## src/rtl/seq_gen_tx.sv

```systemverilog
// Serial pattern transmitter: shifts a captured pattern out MSB first, repeated
// back to back. Optional single-cycle gap between copies via SEQ_GEN_TX_GAP_EN.
module seq_gen_tx #(
   parameter int PAT_W = 4,
   parameter int CNT_W = 4
) (
   input  logic             clk,
   input  logic             reset,
   input  logic             start,
   input  logic [PAT_W-1:0] pattern,
   input  logic [CNT_W-1:0] repeat_cnt,
   output logic             outbits,
   output logic             valid,
   output logic             busy,
   output logic             done
);

   // state   | meaning
   // S_IDLE  | waiting for start, all outputs low
   // S_SHIFT | driving shift_q MSB as a valid pattern bit
   // S_GAP   | one idle bit between copies (gap build only)
   // S_DONE  | single-cycle done pulse, then back to idle
   typedef enum logic [1:0] {
      S_IDLE  = 2'd0,
      S_SHIFT = 2'd1,
      S_DONE  = 2'd2
`ifdef SEQ_GEN_TX_GAP_EN
      ,
      S_GAP   = 2'd3
`endif
   } state_t;

   localparam int IDX_W = (PAT_W > 1) ? $clog2(PAT_W) : 1;
   localparam logic [IDX_W-1:0] IDX_LAST = IDX_W'(PAT_W - 1);
   localparam logic [CNT_W-1:0] REPS_ONE = CNT_W'(1);

   state_t           state_q, state_d;
   logic [PAT_W-1:0] shift_q, shift_d;
   logic [PAT_W-1:0] copy_q,  copy_d;
   logic [CNT_W-1:0] reps_q,  reps_d;
   logic [IDX_W-1:0] idx_q,   idx_d;

   logic last_bit;
   logic more_copies;

   assign last_bit    = (idx_q == '0);
   assign more_copies = (reps_q > REPS_ONE);

   always_ff @(posedge clk) begin
      if (reset) begin
         state_q <= S_IDLE;
         shift_q <= '0;
         copy_q  <= '0;
         reps_q  <= '0;
         idx_q   <= '0;
      end else begin
         state_q <= state_d;
         shift_q <= shift_d;
         copy_q  <= copy_d;
         reps_q  <= reps_d;
         idx_q   <= idx_d;
      end
   end

   always_comb begin
      state_d = state_q;
      case (state_q)
         S_IDLE: begin
            if (start) state_d = S_SHIFT;
         end
         S_SHIFT: begin
            if (last_bit) begin
               if (more_copies) begin
`ifdef SEQ_GEN_TX_GAP_EN
                  state_d = S_GAP;
`else
                  state_d = S_SHIFT;
`endif
               end else begin
                  state_d = S_DONE;
               end
            end
         end
`ifdef SEQ_GEN_TX_GAP_EN
         S_GAP:   state_d = S_SHIFT;
`endif
         S_DONE:  state_d = S_IDLE;
         default: state_d = S_IDLE;
      endcase
   end

   // Datapath next-state; the copy is reloaded on the last bit so the next
   // copy's MSB is ready in the following SHIFT (or after the GAP).
   always_comb begin
      shift_d = shift_q;
      copy_d  = copy_q;
      reps_d  = reps_q;
      idx_d   = idx_q;
      case (state_q)
         S_IDLE: begin
            if (start) begin
               shift_d = pattern;
               copy_d  = pattern;
               reps_d  = (repeat_cnt == '0) ? REPS_ONE : repeat_cnt;
               idx_d   = IDX_LAST;
            end
         end
         S_SHIFT: begin
            if (last_bit) begin
               if (more_copies) begin
                  reps_d  = reps_q - REPS_ONE;
                  shift_d = copy_q;
                  idx_d   = IDX_LAST;
               end
            end else begin
               shift_d = {shift_q[PAT_W-2:0], 1'b0};
               idx_d   = idx_q - IDX_W'(1);
            end
         end
         default: ;
      endcase
   end

   always_comb begin
      outbits = 1'b0;
      valid   = 1'b0;
      busy    = 1'b0;
      done    = 1'b0;
      case (state_q)
         S_SHIFT: begin
            outbits = shift_q[PAT_W-1];
            valid   = 1'b1;
            busy    = 1'b1;
         end
`ifdef SEQ_GEN_TX_GAP_EN
         S_GAP:   busy = 1'b1;
`endif
         S_DONE:  done = 1'b1;
         default: ;
      endcase
   end

endmodule

```

## config.mk

```make
export PLATFORM = sky130hd
export DESIGN_NAME = seq_gen_tx
export DESIGN_NICKNAME = d
export VERILOG_FILES = /design/src/rtl/seq_gen_tx.sv
export SDC_FILE = /design/constraint.sdc
export NUM_CORES = 1
export LEC_CHECK = 0
export CAP_MARGIN = 20
export CORE_MARGIN = 1
export CORE_UTILIZATION = 45
export CTS_CLUSTER_DIAMETER = 60
export DETAILED_ROUTE_END_ITERATION = 16
export GPL_TIMING_DRIVEN = 0
export PLACE_DENSITY = 0.76
export SLEW_MARGIN = 20
export SYNTH_ARGS = -nofsm -noshare
export SYNTH_HDL_FRONTEND = slang
export SYNTH_SLANG_ARGS = --single-unit
```

## constraint.sdc

```tcl
create_clock -name clk -period 2.4 [get_ports clk]
set_input_delay 0.48 -clock clk [delete_from_list [all_inputs] [get_ports clk]]
set_output_delay 0.48 -clock clk [all_outputs]
set_load 0.01 [all_outputs]
```

# After elaboration in Yosys (flattened, before gate mapping)
# Index checks and enable logic that the tools add are counted.
# Widths: inputs -> output; s select.
[word_totals]
register_bits = 16
input_bits = 11
out_inout_bits = 4
wordCells = 42
[op_classes]
add_sub_neg = 2
magnitude_cmp = 1
n_eq_ne = 6
n_mux = 20
reduce_logical = 8
[ops]
columns = ["op", "n"]
rows = [
  ["$mux 4", 7],
  ["$pmux 4 s2", 2],
  ["$mux 2", 6],
  ["$pmux 2 s2", 2],
  ["$ne 2x2->1 const B", 3],
  ["$gt 4x1->1 const B", 1],
  ["$logic_not 2->1", 2],
  ["$logic_not 4->1", 1],
  ["$reduce_and 2->1", 2],
  ["$reduce_and 4->1", 1],
  ["$sub 4x1->4 const B", 1],
  ["$mux 1", 3],
  ["$ne 3x3->1 const B", 1],
  ["$reduce_and 3->1", 1],
  ["$eq 2x1->1 const B", 1],
  ["$eq 2x2->1 const B", 1],
  ["$reduce_bool 2->1", 1],
  ["$sub 2x1->2 const B", 1],
]

# Depth between registers and ports, before layout
# Gate-level depths: netlist of run 1.
[depth]
ltp_word = 4
depth_mapped = 7
depth_no_buf = 6

# Least setup slack after synthesis of run 1
# No wires, ideal clock.
[synth_path]
path_type = "register to register"
from = "register reps_q[0]"
to = "register reps_q[0]"
setup_time_ns = 0.132
t_arrival_ns = 1.573
t_required_ns = 2.268
setup_slack_ns = 0.695
stages_incl_launch_ff = 7
path_buffers = 0
synth_period_minus_slack_ns = 1.705
cell_sequence = "dfxtp_1 inv_1 ha_1 or2_4 a311oi_4 mux2i_1 a21oi_1"
[synth_via]
elab_chain_cells = 4
word_cells_on_any_way = 7
cone_classes = "add/sub: 1; order compare: 1; eq/ne: 1; mux: 3; reduce/logical: 1"
[synth_lines]
columns = ["element", "line", "rtl"]
rows = [
  ["from (decl)", "40", "logic [CNT_W-1:0] reps_q, reps_d;"],
  ["from (signal assigned)", "60", "reps_q <= reps_d;"],
  ["$sub 4x1->4", "111", "reps_d = reps_q - REPS_ONE;"],
  ["$mux 4", "110", "if (more_copies) begin"],
  ["$mux 4", "109", "if (last_bit) begin"],
  ["$pmux 4 s2", "99", "case (state_q)"],
]
# Several ways; a longest one is shown, not always the timed one. The select of a mux whose other input is x is not followed.
# A chain may end at the register's enable or synchronous reset.

# Worst setup path in the final report of run 1
[layout_path]
from = "register state_q[0]"
to = "output outbits"
[layout_via]
elab_chain_cells = 2
[layout_lines]
columns = ["element", "line", "rtl"]
rows = [
  ["from (decl)", "37", "state_t state_q, state_d;"],
  ["from (signal assigned)", "57", "state_q <= state_d;"],
  ["$eq 2x1->1", "129", "case (state_q)"],
  ["$mux 1", "129", ""],
  ["to (decl)", "12", "output logic outbits,"],
]
# Every way passes these cells.

==> run_results.csv, run 1 <==
group,metric,value,unit
floorplan,num_rows,15,
sta,slew_headroom,68.57,%
clocking,path_clk_slew,100,ps
sta,fin_setup_tns,0,ps
worst_setup_path,startpoint_type,"flip-flop",
floorplan,start_util,48.65,%
power,internal_power,0.0005464,W
worst_setup_path,path_class,"reg -> out",
sta,setup_slack,128.8,ps
worst_setup_path,r2r-start,"reps_q[0]",
yosys,yosysWarnings,0,
power,swShare,33.28,%
final_layout,fin_nets,128,
yosys,synth.area.top_cells,"dfxtp_1 (37%), mux2i_1 (10%), o211ai_1 (5.2%), ha_1 (4.4%), nor2_1 (4.4%)",
global_routing,gr-usage-all-layers,19.62,%
sta,period_needed,2271,ps
clocking,root_buffer,"clkbuf_4",
sta,skew,7.216,ps
yosys,ys_async_sr_fraction,0,%
status,outcome,"complete, no violations",
power,netSwitchingPower,0.0002725,W
yosys,syn_avg_cell_area,9.035,um^2
worst_setup_path,crit_path_end_kind,"primary output",
job,drv_cap,0,
drt,drc,0,
power,design_power_total,0.0008190,W
global_routing,grt_pass1_wl,2884,um
clocking,cts.sinks,16,
global_routing,grt_pass1_vias,686,
yosys,ys_seq_elements,16,
yosys,ys_seq_area_share,37.32,%
drt,vias,739,
yosys,synthFlopType,"dfxtp_1",
worst_setup_path,required,1920,ps
power,pwr-share-comb,36.3,%
sta,fin_crit_sh,94.63,%
yosys,yosys.area.top_type,"dfxtp_1",
final_layout,final_layout_size_suffix_gt1_share,15.04,%
yosys,synthMuxAreaShare,11.81,%
drt,routed_via_density,5.355,
place,port_buffers,14,
drt,wl_per_cell,13.12,um
floorplan,chipHeight,45.68,um
yosys,synth.top_cell.area_share,37.32,%
final_layout,syn_to_final_growth,26.24,%
global_routing,grt-ovfl-total,0,
yosys,synth_fa_ha_area_share,4.373,%
sta,hold_violations,0,
floorplan,die_w,45.68,um
floorplan,die_area,2086,um^2
clocking,cts_max_level,1,
drt,drtIter0Drc,18,
place,dpl.hpwl,1245,um
global_routing,grt_max_degree,12,
power,power_frac_seq,41.1,%
sta,setup-violations-final,0,
sta,fmax,0.4403,GHz
yosys,ys_types,30,
sta,worstMarginPinSlew,469.4,ps
floorplan,coreArea,1764,um^2
clocking,cts_tree,"built",
yosys,synthesis.nets,109,
final_layout,diodes,0,
yosys,synth-edff-count,0,
drt,wirelength,1810,um
yosys,synth-simple-area-share,18.80,%
power,power.density,755.8,nW/um^2
global_routing,antenna_found_initial,0,
yosys,synth_xor_area_share,1.020,%
worst_setup_path,arrival,1790,ps
drt,postRouteAntennaNets,0,
yosys,synth_common_cells,"dfxtp_1 (16), nor2_1 (10), mux2i_1 (9), a21oi_1 (7), nand2_1 (7)",
worst_setup_path,ff2ff_path_depth,7,
place,gp_congestion,0.7229,
worst_setup_path,cp_max_fo,11,
floorplan,boundaryPins,15,
worst_setup_path,ff2ff_setup_slack,440,ps
worst_setup_path,r2r-end,"shift_q[0]",
place,preCtsSetupSlack,119.7,ps
yosys,synth_top_family_by_area,"compound AO/OA/AOI/OAI gates",
power,pwr-share-clk,22.6,%
clocking,clkLatencyLatePin,300,ps
worst_hold_path,hold_end,"idx_q[0]",
yosys,synth_compound_area_share,19.83,%
yosys,yosysMostFrequentCell,"dfxtp_1",
sta,rsz0062_at_grt,"false",
drt,first_pass_iters,4,
power,p_leak,0.4157,nW
worst_hold_path,min_from,"idx_q[0]",
yosys,syn_inst,95,
worst_hold_path,hp-class,"reg -> reg",
yosys,syn_area,858.3,um^2
worst_hold_path,hold_depth,1,
clocking,cts_made_buffers,3,
clocking,clock_path_buffers,2,
power,ir_drop,0.5178,mV
sta,drv_slew,0,
==> area by class of cell <==
type	instances	area [um^2]
buffer	6	46.29
tap	25	31.28
timing repair buffer	14	140.1
inverter	5	21.27
multi-input combinational	68	486.7
clock buffer	4	36.28
sequential	16	321.6
fill	159	680.7
==> per-stage QoR <==
step	utilization, %	area, um^2	cells	hold WS [ps]
2_1_floorplan	-	858.3	95	431.6
3_3_place_gp	58.37	1030	134	453.5
3_5_place_dp	58.37	1030	134	464.4
4_1_cts	60.99	1076	138	478.9
5_1_grt	61.42	1084	138	496.1
6_report	61.42	1084	138	479.1
==> how the worst max path moves through the flow <==
| stage | from | cells after the start | endpoint |
|---|---|---|---|
| 2_1_floorplan | reps_q[0] | 6 | reps_q[0] |
| 3_3_place_gp | state_q[1] | 5 | outbits |
| 3_5_place_dp | state_q[1] | 5 | outbits |
| 4_1_cts | state_q[1] | 5 | outbits |
| 5_1_grt | state_q[0] | 6 | outbits |
| 6_report | state_q[0] | 6 | outbits |
==> power by group through the flow <==
| stage | logic, W | clock network (W) | registers (W) |
|---|---|---|---|
| 2_1_floorplan | 0.000216 | 0 | 0.000332 |
| 3_3_place_gp | 0.000278 | 0 | 0.000337 |
| 3_5_place_dp | 0.000286 | 0 | 0.000340 |
| 4_1_cts | 0.000295 | 0.000186 | 0.000335 |
| 5_1_grt | 0.000328 | 0.000202 | 0.000339 |
| 6_report | 0.000297 | 0.000185 | 0.000337 |
==> placed cells by master (no fill, tap or decap), types with 2 or more instances in the layout <==
cell type and instances:
nor2_1 10, nor2b_1 2, buf_4 2, ha_1 3
mux2i_1 9, dfxtp_1 15, nor3_1 2, nand3_1 2
nand2b_1 4, clkbuf_4 3, inv_1 4, a21oi_1 7
clkdlybuf4s50_1 14, a311oi_1 2, nand2_1 7, buf_6 2
o211ai_1 6
==> routing by layer <==
layer | track usage [%] | up-vias | part of all wire (%)
met5 | 0 | - | 0
met4 | 9.697 | 0 | 1.8
met3 | 3.571 | 5 | 2.8
met2 | 33.43 | 12 | 49
met1 | 23.36 | 352 | 46
li1 | - | 370 | -
==> state kept, by name, summed over array words and instances (netlist names) <==
register	flops
idx_q	2
shift_q	4
reps_q	4
copy_q	4
state_q	2
==> worst max-delay path, cell delays in order, from the launching register on <==
cell	delay (ps)
dfxtp_1	340
buf_6	140
nand2b_4	90
inv_4	100
buf_6	150
and2_1	130
clkdlybuf4s50_1	520
==> cell families after synthesis <==
kind of cell    after synthesis
compound gates               22
xor+xnor                      1
fa+ha+maj                     3
buf+inv                      11
flops                        16
mux                          10
simple gates                 32
==> what timing repair did <==
item,4_1_cts,5_1_grt
hold buffers,0,0
endpoints found under the setup margin,3,2
resized for setup,4,3
buffers inserted,0,0
(Power assumes the default switching activity.)
==> run 2: changes to the inputs <==
--- a/config.mk
+++ b/config.mk
@@ -12,7 +12,8 @@
 export DETAILED_ROUTE_END_ITERATION = 16
 export GPL_TIMING_DRIVEN = 0
 export PLACE_DENSITY = 0.76
-export SLEW_MARGIN = 20
+export REMOVE_ABC_BUFFERS = 1
+export SLEW_MARGIN = 40
 export SYNTH_ARGS = -nofsm -noshare
 export SYNTH_HDL_FRONTEND = slang
 export SYNTH_SLANG_ARGS = --single-unit
==> run_results.csv, run 2 (same netlist as run 1, synthesis figures left out) <==
group,metric,value,unit
worst_setup_path,r2r-start,"idx_q[0]",
worst_setup_path,path_buf_inv,3,
power,swShare,32.56,%
final_layout,diodes,0,
drt,wirelength,1655,um
sta,slew_headroom,59.78,%
floorplan,die_w,45.68,um
sta,drv_slew,0,
power,p_leak,0.3968,nW
drt,routed_via_density,5.267,
power,internal_power,0.0005391,W
clocking,cts_made_buffers,3,
worst_setup_path,required,1920,ps
global_routing,gr-usage-all-layers,18.48,%
worst_setup_path,r2r-end,"reps_q[0]",
power,power.density,751.7,nW/um^2
worst_setup_path,crit_chain,"nand2b_2 -> clkinvlp_4 -> buf_4 -> clkdlybuf4s50_1",
worst_setup_path,critPathCapture,"valid",
final_layout,syn_to_final_growth,23.91,%
job,drv_cap,0,
global_routing,grt_max_degree,17,
sta,skew,6.282,ps
floorplan,die_area,2086,um^2
final_layout,final_common_cell,"dfxtp_1",
sta,worstMarginPinSlew,601.4,ps
global_routing,grt-ovfl-total,0,
clocking,clkLatencyLatePin,290,ps
floorplan,start_util,48.65,%
drt,drtIter0Drc,11,
clocking,cts_max_level,1,
sta,fin_crit_sh,94.94,%
worst_setup_path,path_delay_family,"buffers and inverters",
floorplan,num_rows,15,
place,placedInstanceArea,989.7,um^2
place,dpl.hpwl,1122,um
drt,drc,0,
final_layout,multiInputGateArea,489.2,um^2
global_routing,grt_pass1_vias,651,
sta,period_needed,2279,ps
worst_setup_path,startpoint_type,"flip-flop",
worst_setup_path,cp_max_fo,6,
worst_setup_path,crit_path_end_kind,"primary output",
sta,hold_violations,0,
place,gp_congestion,0.6946,
final_layout,final_layout_size_suffix_gt1_share,14.55,%
final_layout,reg.largest.list,"copy_q: 4 flops, reps_q: 4 flops, shift_q: 4 flops",
final_layout,area.sequential,321.6,um^2
worst_setup_path,arrival,1800,ps
clocking,path_clk_slew,90,ps
clocking,cts.sinks,16,
sta,fin_setup_tns,0,ps
global_routing,antenna_found_initial,0,
final_layout,num-fill-cells,165,
drt,postRouteAntennaNets,0,
worst_setup_path,ff2ff_setup_slack,470,ps
worst_setup_path,critical-path-max-stage-delay,480,ps
floorplan,boundaryPins,15,
clocking,clock_path_buffers,2,
sta,rsz0062_at_grt,"false",
worst_setup_path,cp_slowest_cell,"dfxtp_1",
status,outcome,"complete, no violations",
power,pwr-share-clk,22.4,%
sta,fmax,0.4389,GHz
final_layout,layout_common_cells,"dfxtp_1 (15), clkdlybuf4s50_1 (14), nor2_1 (10), mux2i_1 (9)",
worst_setup_path,crit_cells,4,
clocking,cts_tree,"built",
power,netSwitchingPower,0.0002603,W
floorplan,chipHeight,45.68,um
worst_setup_path,path_class,"reg -> out",
power,power_frac_seq,42.5,%
drt,wl_per_cell,12.26,um
final_layout,final_area,1064,um^2
place,port_buffers,14,
clocking,root_buffer,"clkbuf_4",
floorplan,coreArea,1764,um^2
final_layout,fin_nets,125,
drt,first_pass_iters,3,
worst_hold_path,hp-class,"reg -> reg",
power,ir_drop,0.4124,mV
worst_setup_path,cp-startpoint,"state_q[1]",
drt,vias,711,
clocking,hold_buffers,0,
sta,setup-violations-final,0,
power,pwr-share-comb,35.1,%
global_routing,grt_pass1_wl,2746,um
worst_setup_path,ff2ff_path_depth,6,
## run 2: cell types whose count changed in the layout (fill, tap and decap cells not counted), sizes merged
cell and change:
buf -2, clkbuf -1, clkinvlp +1, inv -1
## run 2: cell type report
cell class / count / area share, %
Multi-Input combinational cell: 68 / 46.00
Tap cell: 25 / 2.941
Inverter: 5 / 2.118
Clock buffer: 4 / 3.412
Sequential cell: 16 / 30.24
Timing Repair Buffer: 17 / 15.29
## run 2: routing by layer
layer	vias to the layer above	wire [um]	track usage (%)	share of wire (%)
li1	365	-	-	-
met1	336	770	22.93	47
met2	8	833	30.29	50
met3	2	36	5.952	2.2
met4	0	14	5.455	0.85
met5	-	0	0	0
## run 2: worst min path at each step
stage                     slack, ps  depth (start not counted)        from    endpoint
final                           470                          2  shift_q[1]  shift_q[1]
after global placement          450                          1    idx_q[0]    idx_q[0]
after floorplan                 430                          1    idx_q[0]    idx_q[0]
after detailed placement        470                          2  shift_q[2]  shift_q[2]
after CTS                       480                          2  shift_q[1]  shift_q[1]
after global routing            500                          2  shift_q[1]  shift_q[1]
## run 2: worst register-to-register path, cell delays in order (launching register included)
cell,delay [ps]
dfxtp_1,340
inv_1,60
ha_1,380
mux2i_1,210
a311oi_4,470
mux2i_1,240
a21oi_1,80
## run 2: repair_timing
action	4_1_cts	5_1_grt
gates resized for setup	1	2
endpoints found under the setup margin	3	3
buffers inserted	3	0
## run 2: stage by stage
step | hold WS, ps | setup slack, ps | utilization (%) | cells | total power, W
after global routing | 499.0 | 47.38 | 60.28 | 135 | 0.0008558
after global placement | 453.6 | 86.65 | 56.10 | 128 | 0.0005962
final | 473.8 | 121.3 | 60.28 | 135 | 0.0007995
after detailed placement | 466.3 | 80.34 | 56.10 | 128 | 0.0006057
after CTS | 481.2 | 39.34 | 59.65 | 135 | 0.0007992
after floorplan | 431.6 | 568.6 | - | 89 | 0.0005295
## run 2: power groups by stage
stage                     Sequential (W)  Clock, W  Combinational (W)
final                           0.000340  0.000179           0.000280
after global routing            0.000346  0.000196           0.000314
after detailed placement        0.000344         0           0.000262
after CTS                       0.000338  0.000185           0.000276
after floorplan                 0.000336         0           0.000193
after global placement          0.000342         0           0.000254
